<file path="config.mk">
export PLATFORM = sky130hd
export DESIGN_NAME = ic_test_sequencer
export DESIGN_NICKNAME = d
export VERILOG_FILES = /design/src/rtl/ic_test_sequencer.sv
export SDC_FILE = /design/constraint.sdc
export NUM_CORES = 1
export LEC_CHECK = 0
export ABC_AREA = 1
export CAP_MARGIN = 20
export CORE_ASPECT_RATIO = 1.5
export CORE_MARGIN = 2
export CORE_UTILIZATION = 25
export DETAILED_ROUTE_END_ITERATION = 10
export SLEW_MARGIN = 20
export SYNTH_ARGS = -nofsm -noshare
export SYNTH_HDL_FRONTEND = slang
export SYNTH_SLANG_ARGS = --single-unit
</file>
<file path="constraint.sdc">
create_clock -name clk -period 2.5 [get_ports clk]
set_clock_uncertainty 0.15 [all_clocks]
set_input_delay 0.25 -clock clk [delete_from_list [all_inputs] [get_ports clk]]
set_output_delay 0.25 -clock clk [all_outputs]
set_load 0.05 [all_outputs]
</file>
<file path="src/rtl/ic_test_sequencer.sv">
// Logic IC tester sequencer: walks {a,b} through all four vectors, samples the
// four gate outputs after a settle delay and accumulates per-gate mismatches.
module ic_test_sequencer #(
  parameter int SETTLE_CYCLES = 4,
  parameter int CNT_W         = 8
) (
  input  logic       clk,
  input  logic       rst,
  input  logic       start,
  input  logic       abort,
  input  logic [2:0] ic_sel,
  input  logic [3:0] dut_y,
  output logic       a,
  output logic       b,
  output logic       busy,
  output logic       done,
  output logic       pass,
  output logic       fail,
  output logic       invalid,
  output logic [3:0] gate_fail,
  output logic [1:0] vec_idx
);

  localparam int NUM_GATES = 4;
  localparam logic [CNT_W-1:0] SETTLE_LD = CNT_W'(SETTLE_CYCLES);
  localparam logic [2:0] SEL_INVALID = 3'b111;

  typedef enum logic [1:0] {IDLE, SETTLE, SAMPLE, DONE} state_t;

  state_t                 state, state_d;
  logic [2:0]             sel_q, sel_d;
  logic [CNT_W-1:0]       cnt, cnt_d;
  logic [1:0]             vec_d;
  logic                   busy_d, done_d, pass_d, fail_d, inv_d;
  logic [NUM_GATES-1:0]   gf_d, mis, gf_smp;
  logic                   exp_y;

  // Gate inputs are the vector index itself, so they are registered by construction.
  assign {a, b} = vec_idx;

  always_comb begin
    exp_y = 1'b0;
    case (sel_q)
      3'd0:    exp_y = ~(a & b);
      3'd1:    exp_y = ~(a | b);
      3'd2:    exp_y = ~a;
      3'd3:    exp_y = a & b;
      3'd4:    exp_y = a | b;
      3'd5:    exp_y = a ^ b;
      3'd6:    exp_y = ~(a ^ b);
      default: exp_y = 1'b0;
    endcase
  end

  for (genvar g = 0; g < NUM_GATES; g++) begin : g_gate
    assign mis[g] = (dut_y[g] != exp_y);
  end
  assign gf_smp = gate_fail | mis;

  always_comb begin
    state_d = state;
    sel_d   = sel_q;
    cnt_d   = cnt;
    vec_d   = vec_idx;
    busy_d  = busy;
    done_d  = 1'b0;
    pass_d  = pass;
    fail_d  = fail;
    inv_d   = invalid;
    gf_d    = gate_fail;
    if (state != IDLE && abort) begin
      state_d = IDLE;
      cnt_d   = '0;
      vec_d   = 2'd0;
      busy_d  = 1'b0;
      pass_d  = 1'b0;
      fail_d  = 1'b0;
      inv_d   = 1'b0;
      gf_d    = '0;
    end else begin
      case (state)
        IDLE: if (start) begin
          sel_d  = ic_sel;
          vec_d  = 2'd0;
          busy_d = 1'b1;
          pass_d = 1'b0;
          if (ic_sel == SEL_INVALID) begin
            inv_d   = 1'b1;
            fail_d  = 1'b1;
            gf_d    = '1;
            cnt_d   = '0;
            done_d  = 1'b1;
            state_d = DONE;
          end else begin
            inv_d   = 1'b0;
            fail_d  = 1'b0;
            gf_d    = '0;
            cnt_d   = SETTLE_LD;
            state_d = SETTLE;
          end
        end
        SETTLE: begin
          cnt_d = cnt - CNT_W'(1);
          if (cnt == CNT_W'(1)) state_d = SAMPLE;
        end
        SAMPLE: begin
          gf_d = gf_smp;
          if (vec_idx != 2'd3) begin
            vec_d   = vec_idx + 2'd1;
            cnt_d   = SETTLE_LD;
            state_d = SETTLE;
          end else begin
            // Verdict uses the post-sample mismatch vector so it is valid with done.
            pass_d  = (gf_smp == '0) && !invalid;
            fail_d  = !((gf_smp == '0) && !invalid);
            done_d  = 1'b1;
            state_d = DONE;
          end
        end
        DONE: begin
          busy_d  = 1'b0;
          state_d = IDLE;
        end
        default: state_d = IDLE;
      endcase
    end
  end

  always_ff @(posedge clk) begin
    if (rst) begin
      state     <= IDLE;
      sel_q     <= 3'd0;
      cnt       <= '0;
      vec_idx   <= 2'd0;
      busy      <= 1'b0;
      done      <= 1'b0;
      pass      <= 1'b0;
      fail      <= 1'b0;
      invalid   <= 1'b0;
      gate_fail <= '0;
    end else begin
      state     <= state_d;
      sel_q     <= sel_d;
      cnt       <= cnt_d;
      vec_idx   <= vec_d;
      busy      <= busy_d;
      done      <= done_d;
      pass      <= pass_d;
      fail      <= fail_d;
      invalid   <= inv_d;
      gate_fail <= gf_d;
    end
  end

endmodule
</file>
==> metrics.log, run 1 <==
INFO  metric status = complete, no violations
INFO  metric number_of_nets_produced_by_synthesis = 209
INFO  metric place.gp.congestion = 0.8283
INFO  metric power.density_cell_area = 1234 nW/um^2
INFO  metric cts.root.buffer_cell = sky130_fd_sc_hd__clkbuf_8
INFO  metric grt_first_pass_wirelength = 5485 um
INFO  metric arr_time_crit_path = 2200 ps
INFO  metric hold_path.startpoint = busy$_SDFFE_PP0P_
INFO  metric yosysWarnings = 0
INFO  metric path_common_cell = sky130_fd_sc_hd__nor2_2
INFO  metric grt_pass1_vias = 1288
INFO  metric grt_setup_unrepaired = no
INFO  metric max-clock-path-buffers = 2
INFO  metric fp-row-count = 32
INFO  metric die-area = 6059 um^2
INFO  metric grt_start_max_net_pins = 15
INFO  metric starting_utilization_of_the_core_area = about a quarter
INFO  metric sequential_cell_area = 480.5 um^2
INFO  metric hold_viol = 0
INFO  metric worst-setup-path-type = register to register
INFO  metric power_leakage = about 0.74 nW
INFO  metric rr_worst_depth = 11
INFO  metric setup.worst_path.end_class = register
INFO  metric worst_setup_slack_after_layout = 310.6 ps
INFO  metric antenna_cells = 0
INFO  metric buffer_ports.inserted = 23
INFO  metric synthCells = 190
INFO  metric maxClockFrequency = 456.7 MHz
INFO  metric timing.final.crit_period = ~2200 ps
INFO  metric start_kind = register
INFO  metric setup_viol_count_final = 0
INFO  metric finish.cell_count_without_fillers = 283
INFO  metric cts_hold_buf = 0
INFO  metric cts_tree = yes
INFO  metric synth_seq_area_share = 35.33%
INFO  metric synthesis.area_per_instance = 7.158 um^2
INFO  metric core_region_area = 5205 um^2
INFO  metric worstHoldPathCells = 2
INFO  metric finalHoldWorstSlack = 332.0 ps
INFO  metric cp_cell_sequence = inv_1, ha_1, nand2_4, inv_4, nor3_4, nand3_2, nor2_2, nand2_2, nor2_4, xnor2_1, nor2_2
INFO  metric synthesis.area = 1360 um^2
INFO  metric timing.max_cap.violations = 0
INFO  metric ioPinCount = 24
INFO  metric synth_largest_type_area_fraction = about a third
INFO  metric clock_latency = 270 ps
INFO  metric final_max_slew_viol_count = 0
INFO  metric post_cts.resized_instances = 0
INFO  metric cp_slowest_cell = sky130_fd_sc_hd__dfxtp_1
INFO  metric fin_tns_setup = 0 ps
INFO  metric synth.lib_cells_used.distinct = 28
INFO  metric timing.reg2reg.setup_slack = 310 ps
INFO  metric yosys-top-cells-area = sky130_fd_sc_hd__dfxtp_1 35%, sky130_fd_sc_hd__nand2_1 9.7%, sky130_fd_sc_hd__inv_1 7.5%
INFO  metric cts_htree_levels = 1
INFO  metric drt_wl_total = between 3000 and 4000 um
INFO  metric drt_iter0_drc = 33
INFO  metric detailed_router_iteration_count_before_antenna_repair = 4
INFO  metric worst_setup_hold_path_clk_slew = 90 ps
INFO  metric area_delta_synth_final = 27.05%
INFO  metric tritoncts.num_buffers = 3
INFO  metric drc_viols = 0
INFO  metric die_x_extent = 64.23 um
INFO  metric crit_path_buf_inv_count = 2
INFO  metric dp_hpwl = 2575 um
INFO  metric via_per_instance_ratio = about 4.5
INFO  metric worstMarginPinSlew = 515.6 ps
INFO  metric worstPathRequired = roughly 2500 ps
INFO  metric place_ws = ~310 ps
INFO  metric share_of_post_route_cells_with_drive_strength_above_1 = about 7.9%
INFO  metric worst_hold_path_type = register to register
INFO  metric initial_antenna_violation_count = 0
INFO  metric finish.net_count = roughly 240
INFO  metric filler_cell_count = between 500 and 600
INFO  metric grt_overflow_total = 0
INFO  metric fin_total_pwr = ~2.1 mW
INFO  metric timing.rr.end = cnt[7]$_SDFFE_PP0P_
INFO  metric post-cts-setup-buffer-count = 0
INFO  metric critPathMaxFanout = 9
INFO  metric synth-seq-cells = 24
INFO  metric num_vias = 1278
INFO  metric most_common_cell_after_layout_fill_and_taps_aside = sky130_fd_sc_hd__nand2_1
INFO  metric holdPathEnd = busy$_SDFFE_PP0P_
INFO  metric drt.antenna.violating_nets = 0
INFO  metric slew-limit-headroom = 65.52%
INFO  metric crit_family = simple AND/OR/NAND/NOR gates
INFO  metric critPathMaxStageDelay = 390 ps
INFO  metric post_drt_wl_per_cell = 11.18 um
INFO  metric worstReg2RegStart = state[0]$_SDFFE_PP0P_
INFO  metric cts.sinks = 24
INFO  metric die_y = between 90 and 100 um
INFO  metric multi_input_area = 745.7 um^2
INFO  metric yosysTopAreaCell = sky130_fd_sc_hd__dfxtp_1
INFO  metric post-route-period-util = 87.58%
INFO  metric layout_common_cells = 35 x sky130_fd_sc_hd__nand2_1, 27 x sky130_fd_sc_hd__inv_1, 24 x sky130_fd_sc_hd__dfxtp_1
INFO  metric placedCellCount = 279
INFO  metric worst_ir_drop_vdd = roughly 530 uV
INFO  metric gr-usage-all-layers = between 10% and 20%
state kept, by name (all words and copies together), names as in the netlist:
register,flops
busy,1
done,1
cnt,8
sel_q,3
fail,1
pass,1
vec_idx,2
gate_fail,4
invalid,1
state,2
cell families (layout without fill, tap and decap cells):
kind of cell             Yosys count  after routing  synth area share [%]
AND/OR/NAND/NOR                   84             84                 29.53
buffers and inverters             31             56                 9.844
XOR/XNOR                           2              2                 1.288
flip-flops                        24             24                 35.33
AO/OA/AOI/OAI                     41             41                 16.65
adder cells (fa/ha/maj)            8              8                 7.360
worst register-to-register path: cells and delay by family (launching register included):
family / cells / cell delay, ps
simple gates: 7 / 920
flops: 1 / 390
fa+ha+maj: 1 / 350
xor+xnor: 1 / 140
buf+inv: 2 / 130
report_power, final:
| group | switching, mW | internal [mW] | leakage, nW | total, mW |
|---|---|---|---|---|
| clock | 0.130 | 0.214 | 0.0357 | 0.344 |
| sequential | 0.0961 | 0.506 | 0.197 | 0.602 |
| combinational | 0.772 | 0.414 | 0.506 | 1.19 |
synthesized netlist by cell type:
cell and number:
sky130_fd_sc_hd__inv_4 1, sky130_fd_sc_hd__inv_1 27, sky130_fd_sc_hd__dfxtp_1 24, sky130_fd_sc_hd__or2_2 1, sky130_fd_sc_hd__nand2_1 35, sky130_fd_sc_hd__nor2_4 2, sky130_fd_sc_hd__xnor2_1 1, sky130_fd_sc_hd__o21a_1 1
sky130_fd_sc_hd__o21ai_0 13, sky130_fd_sc_hd__ha_1 8, sky130_fd_sc_hd__nor2_2 2, sky130_fd_sc_hd__nor3_1 2, sky130_fd_sc_hd__and3_2 1, sky130_fd_sc_hd__a31oi_1 2, sky130_fd_sc_hd__nor3_4 1, sky130_fd_sc_hd__nand3b_1 3
sky130_fd_sc_hd__nand3_2 1, sky130_fd_sc_hd__nand4_1 1, sky130_fd_sc_hd__buf_4 2, sky130_fd_sc_hd__a21oi_1 19, sky130_fd_sc_hd__nand2_2 2, sky130_fd_sc_hd__nand2_4 1, sky130_fd_sc_hd__nand3_1 10, sky130_fd_sc_hd__buf_6 1
sky130_fd_sc_hd__a221oi_1 1, sky130_fd_sc_hd__xor2_1 1, sky130_fd_sc_hd__nor2_1 22, sky130_fd_sc_hd__a211oi_1 5
final cells by class:
class / instances / area share (%)
multi-input cells: 135 / 43.16
clock buffers: 3 / 2.390
flip-flops and latches: 24 / 27.81
well taps: 68 / 4.924
inverters: 28 / 6.227
clock inverters: 1 / 1.738
repair buffers: 24 / 13.76
per-stage QoR:
stage               utilization [%]  instance area [um^2]
global route                  33.20                  1728
finish                        33.20                  1728
floorplan                         -                  1360
CTS                           33.20                  1728
detailed placement            31.83                  1657
global placement              31.83                  1657
per-layer routing:
metal	GRT usage [%]	share of wire, %
met4	3.191	1.3
met5	0	0
met3	2.026	3.7
met1	12.33	41
met2	22.31	54
worst max-delay path by stage:
stage / slack (ps) / startpoint / endpoint / cells past startpoint
2_1_floorplan: 310 / vec_idx[1]$_SDFFE_PP0P_ / fail$_SDFFE_PP0P_ / 12
3_3_place_gp: 350 / state[0]$_SDFFE_PP0P_ / cnt[7]$_SDFFE_PP0P_ / 11
3_5_place_dp: 310 / state[0]$_SDFFE_PP0P_ / cnt[7]$_SDFFE_PP0P_ / 11
4_1_cts: 290 / state[0]$_SDFFE_PP0P_ / cnt[7]$_SDFFE_PP0P_ / 11
5_1_grt: 120 / state[0]$_SDFFE_PP0P_ / cnt[7]$_SDFFE_PP0P_ / 11
6_report: 310 / state[0]$_SDFFE_PP0P_ / cnt[7]$_SDFFE_PP0P_ / 11
(Power assumes the default switching activity.)
==> run 2, diff against run 1 <==
RECOVER_POWER = 25   (was default)
==> run 2 against run 1 <==
Combinational power barely moved. Clock power about the same. Power decreased by 0.25%. Global-route usage is the same. Clock-buffer cell count stayed put. Largest cell class unchanged. Highest routed layer unchanged.
==> metrics.log, run 2 (synthesis results as in run 1) <==
INFO  metric via_per_instance_ratio = 4.516
INFO  metric die_y = roughly 94 um
INFO  metric status = complete, no violations
INFO  metric finish.net_count = around 240
INFO  metric initial_antenna_violation_count = 0
INFO  metric cts.sinks = 24
INFO  metric post-cts-setup-buffer-count = 0
INFO  metric worst_setup_hold_path_clk_slew = 90 ps
INFO  metric worst_hold_path_type = register to register
INFO  metric die_x_extent = around 64 um
INFO  metric fin_total_pwr = 2.127 mW
INFO  metric ioPinCount = 24
INFO  metric finish.cell_count_without_fillers = 283
INFO  metric placedInstanceArea = 1657 um^2
INFO  metric worstPathRequired = 2520 ps
INFO  metric core_region_area = 5205 um^2
INFO  metric cts_tree = yes
INFO  metric regMostFlops = cnt
INFO  metric grt_overflow_total = 0
INFO  metric hold_viol = 0
INFO  metric setup_viol_count_final = 0
INFO  metric biggestRegsByFlops = cnt: 8 flops, gate_fail: 4 flops, sel_q: 3 flops
INFO  metric maxClockFrequency = 456.8 MHz
INFO  metric timing.final.crit_period = 2189 ps
INFO  metric post_drt_wl_per_cell = 11.18 um
INFO  metric cts_hold_buf = 0
INFO  metric max-clock-path-buffers = 2
INFO  metric clkPwrFrac = 16.2%
INFO  metric place.gp.congestion = around 0.83
INFO  metric drt_wl_total = 3163 um
INFO  metric cts_htree_levels = 1
INFO  metric worst-setup-path-type = register to register
INFO  metric slew-limit-headroom = 65.52%
INFO  metric dp_hpwl = 2575 um
INFO  metric finalHoldWorstSlack = between 300 and 400 ps
INFO  metric fin_tns_setup = 0 ps
INFO  metric setup.worst_path.end_class = register
INFO  metric timing.max_cap.violations = 0
INFO  metric detailed_router_iteration_count_before_antenna_repair = 4
INFO  metric tritoncts.num_buffers = 3
INFO  metric power_leakage = around 0.75 nW
INFO  metric share_of_post_route_cells_with_drive_strength_above_1 = 7.907%
INFO  metric fp-row-count = 32
INFO  metric worst_ir_drop_vdd = 529.2 uV
INFO  metric worst_setup_slack_after_layout = 310.7 ps
INFO  metric buffer_ports.inserted = 23
INFO  metric arr_time_crit_path = 2200 ps
INFO  metric grt_start_max_net_pins = 15
INFO  metric cellInternalPower = 1.129 mW
INFO  metric largest_register_ff_count = 8
INFO  metric utilization = 33.20%
INFO  metric power.density_cell_area = about 1200 nW/um^2
INFO  metric cts.root.buffer_cell = sky130_fd_sc_hd__clkbuf_8
INFO  metric critPathMaxFanout = 9
INFO  metric antenna_cells = 0
INFO  metric post_cts.resized_instances = 0
INFO  metric num_vias = 1278
INFO  metric drc_viols = 0
INFO  metric placedCellCount = between 200 and 300
INFO  metric final_area = 1728 um^2
INFO  metric worstMarginPinSlew = a little over 500 ps
INFO  metric starting_utilization_of_the_core_area = 26.13%
INFO  metric grt_setup_unrepaired = no
INFO  metric grt_pass1_vias = 1288
INFO  metric post-route-period-util = between 80 and 90%
INFO  metric sw_frac_of_total = 46.91%
INFO  metric die-area = 6059 um^2
INFO  metric share_comb_of_total_power = 55.5%
INFO  metric most_common_cell_after_layout_fill_and_taps_aside = sky130_fd_sc_hd__nand2_1
INFO  metric drt.antenna.violating_nets = 0
INFO  metric clock_latency = between 200 and 300 ps
INFO  metric grt_first_pass_wirelength = 5485 um
INFO  metric layout_common_cells = 35 x sky130_fd_sc_hd__nand2_1, 27 x sky130_fd_sc_hd__inv_1, 24 x sky130_fd_sc_hd__dfxtp_1
INFO  metric drt_iter0_drc = 33
INFO  metric final_max_slew_viol_count = 0
INFO  metric start_kind = register
INFO  metric area_delta_synth_final = 27.05%
INFO  metric total_switching_power = 997.9 uW
INFO  metric seq_power_share = between 20% and 30%
INFO  metric place_ws = 306.2 ps
INFO  metric gr-usage-all-layers = a little under an eighth
-- run 2: cell types whose count changed in the layout (fill, tap and decap cells not counted) --
cell | before | now
sky130_fd_sc_hd__clkdlybuf4s50_1 | 23 | 20
sky130_fd_sc_hd__dlygate4sd3_1 | 0 | 3
-- run 2: final timing paths --
check / cells after the start / start / slack, ps / endpoint
max reg2reg: 11 / state[0]$_SDFFE_PP0P_ / 310 / cnt[7]$_SDFFE_PP0P_
min: 2 / busy$_SDFFE_PP0P_ / 330 / busy$_SDFFE_PP0P_
min reg2reg: 2 / busy$_SDFFE_PP0P_ / 330 / busy$_SDFFE_PP0P_
max: 11 / state[0]$_SDFFE_PP0P_ / 310 / cnt[7]$_SDFFE_PP0P_
-- run 2: per-layer routing --
metal	up-vias	share of wire, %	track usage (%)
met1	578	41	12.33
met5	-	0	0
li1	667	-	-
met2	28	54	22.31
met4	0	1.3	3.191
met3	5	3.7	2.026
-- run 2: final cells by class --
cell class	instances	area, um^2
clock buffer	3	41.29
timing repair buffer	24	237.7
inverter	28	107.6
sequential	24	480.5
multi-input combinational	135	745.7
clock inverter	1	30.03
tap	68	85.08
fill	585	3477
-- run 2: worst max-delay path, stage by stage (launching register included) --
cell	delay, ps
sky130_fd_sc_hd__dfxtp_1	390
sky130_fd_sc_hd__inv_1	80
sky130_fd_sc_hd__ha_1	350
sky130_fd_sc_hd__nand2_4	130
sky130_fd_sc_hd__inv_4	50
sky130_fd_sc_hd__nor3_4	300
sky130_fd_sc_hd__nand3_2	140
sky130_fd_sc_hd__nor2_2	140
sky130_fd_sc_hd__nand2_2	80
sky130_fd_sc_hd__nor2_4	80
sky130_fd_sc_hd__xnor2_1	130
sky130_fd_sc_hd__nor2_2	40
-- run 2: power groups by stage --
stage               logic [mW]  registers, mW  clock network, mW
floorplan                0.744          0.763                  0
global placement          1.19          0.610                  0
detailed placement        1.19          0.612                  0
CTS                       1.20          0.604              0.354
global route              1.33          0.620              0.375
finish                    1.18          0.601              0.344
==> run 3, diff against run 2 <==
ABC_AREA = 0   (was 1)
SLEW_MARGIN = default   (was 20)
==> run 3 against run 2 <==
Non-clock buffer count is 4 higher. Critical path depth fell by 4. Global-route usage is 0.14 points lower. Cell area up 1.4%. Maximum frequency down 2.5%. Die area increased by 0.95%. Hold slack better by 20 ps. Synthesized cell count fell by 16%. Clock-buffer cell count is 1 higher. Core utilization shrank 0.54 points.
==> metrics.log, run 3 <==
INFO  metric status = complete, no violations
INFO  metric drc_viols = 0
INFO  metric gr-usage-all-layers = 11.28%
INFO  metric grt_setup_unrepaired = no
INFO  metric power.density_cell_area = 1161 nW/um^2
INFO  metric synth_largest_type_area_fraction = 34.97%
INFO  metric place.gp.congestion = 0.7691
INFO  metric synth.top_cells.by_count = 26 x sky130_fd_sc_hd__nor2_1, 24 x sky130_fd_sc_hd__dfxtp_1, 13 x sky130_fd_sc_hd__a21oi_1
INFO  metric yosysTopAreaCell = sky130_fd_sc_hd__dfxtp_1
INFO  metric cts.sinks = 24
INFO  metric worst-setup-path-type = register to register
INFO  metric critPathMaxFanout = 7
INFO  metric worst_setup_hold_path_clk_slew = 90 ps
INFO  metric area_delta_synth_final = 27.60%
INFO  metric share_of_post_route_cells_with_drive_strength_above_1 = 8.511%
INFO  metric hold_viol = 0
INFO  metric initial_antenna_violation_count = 0
INFO  metric post_drt_wl_per_cell = 12.48 um
INFO  metric synth_seq_area_share = 34.97%
INFO  metric grt_first_pass_wirelength = 5430 um
INFO  metric synthesis.area = 1374 um^2
INFO  metric drt_wl_total = 3219 um
INFO  metric worstPathRequired = ~2500 ps
INFO  metric fp-row-count = 33
INFO  metric arr_time_crit_path = 2260 ps
INFO  metric cts.root.buffer_cell = sky130_fd_sc_hd__clkbuf_8
INFO  metric ioPinCount = 24
INFO  metric synth-edff-count = 0
INFO  metric drt.antenna.violating_nets = 0
INFO  metric yosysWarnings = 0
INFO  metric slew-limit-headroom = 66.17%
INFO  metric synthMostInstantiatedCell = sky130_fd_sc_hd__nor2_1
INFO  metric biggestRegsByFlops = cnt: 8 flops, gate_fail: 4 flops, sel_q: 3 flops
INFO  metric final_max_slew_viol_count = 0
INFO  metric post-cts-setup-buffer-count = 0
INFO  metric setup_viol_count_final = 0
INFO  metric synthCells = 160
INFO  metric synth-main-ff-cell = sky130_fd_sc_hd__dfxtp_1
INFO  metric cts_htree_levels = 1
INFO  metric regMostFlops = cnt
INFO  metric synthesis.area_per_instance = 8.586 um^2
INFO  metric worst_hold_path_type = register to register
INFO  metric most_common_cell_after_layout_fill_and_taps_aside = sky130_fd_sc_hd__nor2_1
INFO  metric cts_hold_buf = 0
INFO  metric die-area = 6116 um^2
INFO  metric number_of_nets_produced_by_synthesis = 179
INFO  metric num_vias = 1189
INFO  metric starting_utilization_of_the_core_area = 25.59%
INFO  metric post_cts.resized_instances = 0
INFO  metric final_area = 1753 um^2
INFO  metric grt_overflow_total = 0
INFO  metric synth-seq-cells = 24
INFO  metric grt_pass1_vias = 1223
INFO  metric core_region_area = 5368 um^2
INFO  metric via_per_instance_ratio = ~4.6
INFO  metric antenna_cells = 0
INFO  metric utilization = 32.66%
INFO  metric die_y = 94.79 um
INFO  metric setup.worst_path.end_class = register
INFO  metric cts_tree = yes
INFO  metric buffer_ports.inserted = 23
INFO  metric start_kind = register
INFO  metric layout_common_cells = 26 x sky130_fd_sc_hd__nor2_1, 24 x sky130_fd_sc_hd__dfxtp_1, 20 x sky130_fd_sc_hd__clkdlybuf4s50_1
INFO  metric timing.max_cap.violations = 0
INFO  metric timing.final.crit_period = around 2200 ps
INFO  metric finish.net_count = 208
INFO  metric post-route-period-util = 89.81%
INFO  metric yosys-top-cells-area = sky130_fd_sc_hd__dfxtp_1 35%, sky130_fd_sc_hd__ha_1 7.3%, sky130_fd_sc_hd__nor2_1 7.1%
INFO  metric die_x_extent = 64.53 um
INFO  metric tritoncts.num_buffers = 3
INFO  metric synth.lib_cells_used.distinct = 40
INFO  metric placedInstanceArea = 1705 um^2
INFO  metric largest_register_ff_count = 8
INFO  metric detailed_router_iteration_count_before_antenna_repair = 4
INFO  metric fin_tns_setup = 0 ps
INFO  metric grt_start_max_net_pins = 14
INFO  metric max-clock-path-buffers = 2
INFO  metric synthArstFlopShare = 0%
INFO  metric maxClockFrequency = approximately 450 MHz
INFO  metric worstMarginPinSlew = roughly 510 ps
INFO  metric drt_iter0_drc = 18
INFO  metric clock_latency = approximately 260 ps
INFO  metric dp_hpwl = 2542 um
INFO  metric worst_ir_drop_vdd = 650.0 uV
INFO  metric power_leakage = between 0.6 and 0.7 nW
==> run 3: changes by cell type in the layout (fill, tap and decap cells not counted), moves of 4 or more <==
cell | previous run | this run
sky130_fd_sc_hd__nand3_1 | 10 | 6
sky130_fd_sc_hd__a21oi_1 | 19 | 13
sky130_fd_sc_hd__nor2_1 | 22 | 26
sky130_fd_sc_hd__nand2_1 | 35 | 9
sky130_fd_sc_hd__inv_1 | 27 | 9
sky130_fd_sc_hd__xor2_1 | 1 | 10
sky130_fd_sc_hd__o21ai_0 | 13 | 8
sky130_fd_sc_hd__a211oi_1 | 5 | 1
sky130_fd_sc_hd__mux2i_1 | 0 | 5
==> run 3: critical path, stage by stage, from the launching register on <==
cell and delay, ps:
sky130_fd_sc_hd__dfxtp_1 450, sky130_fd_sc_hd__inv_1 70, sky130_fd_sc_hd__ha_1 330, sky130_fd_sc_hd__mux2_1 320
sky130_fd_sc_hd__o21ai_1 150, sky130_fd_sc_hd__o21ai_2 140, sky130_fd_sc_hd__mux2_4 330, sky130_fd_sc_hd__o41ai_2 210
==> run 3: layout make-up <==
type | instances | area [um^2]
fillers | 585 | 3615
multi-input cells | 123 | 835.8
flip-flops and latches | 24 | 480.5
repair buffers | 28 | 260.3
well taps | 70 | 87.58
clock buffers | 4 | 55.05
inverters | 9 | 33.78
==> run 3: per-stage QoR <==
step	hold WS (ps)	cells	setup slack (ps)	total power, mW
finish	348.7	258	254.7	2.036
global route	383.7	258	124.9	2.186
CTS	364.6	258	256.9	2.072
detailed placement	340.3	254	288.9	1.794
global placement	343.1	254	302.2	1.788
floorplan	169.1	160	22.49	1.469
==> run 3: final timing paths <==
kind	startpoint	end	slack [ps]	depth (start not counted)
setup / recovery	vec_idx[1]$_SDFFE_PP0P_	fail$_SDFFE_PP0P_	250	7
hold / removal	busy$_SDFFE_PP0P_	busy$_SDFFE_PP0P_	350	2
setup reg to reg	vec_idx[1]$_SDFFE_PP0P_	fail$_SDFFE_PP0P_	250	7
hold reg to reg	busy$_SDFFE_PP0P_	busy$_SDFFE_PP0P_	350	2
==> run 3: where the power goes <==
group          total (mW)  switching (mW)  internal, mW
registers           0.603           0.109         0.494
logic                1.17           0.708         0.459
clock network       0.265           0.125         0.140
total                2.04           0.942          1.09
==> run 3: cells by family (layout without fill, tap and decap cells) <==
group                      after synthesis  after routing  synth area share, %
muxes                                    8              8                6.649
AOI/OAI and AO/OA                       36             36                18.49
buffers and inverters                   13             41                4.188
adders and majority gates                8              8                7.286
DFF                                     24             24                34.97
and+or+nand+nor                         61             61                22.04
xor gates and xnor gates                10             10                6.375
==> run 3: per-layer routing <==
metal | vias up | track usage (%) | part of all wire [%]
met5 | - | 0 | 0
met4 | 0 | 4.433 | 1.9
met3 | 4 | 2.026 | 3.3
met2 | 18 | 22.14 | 54
met1 | 548 | 11.56 | 41
li1 | 619 | - | -
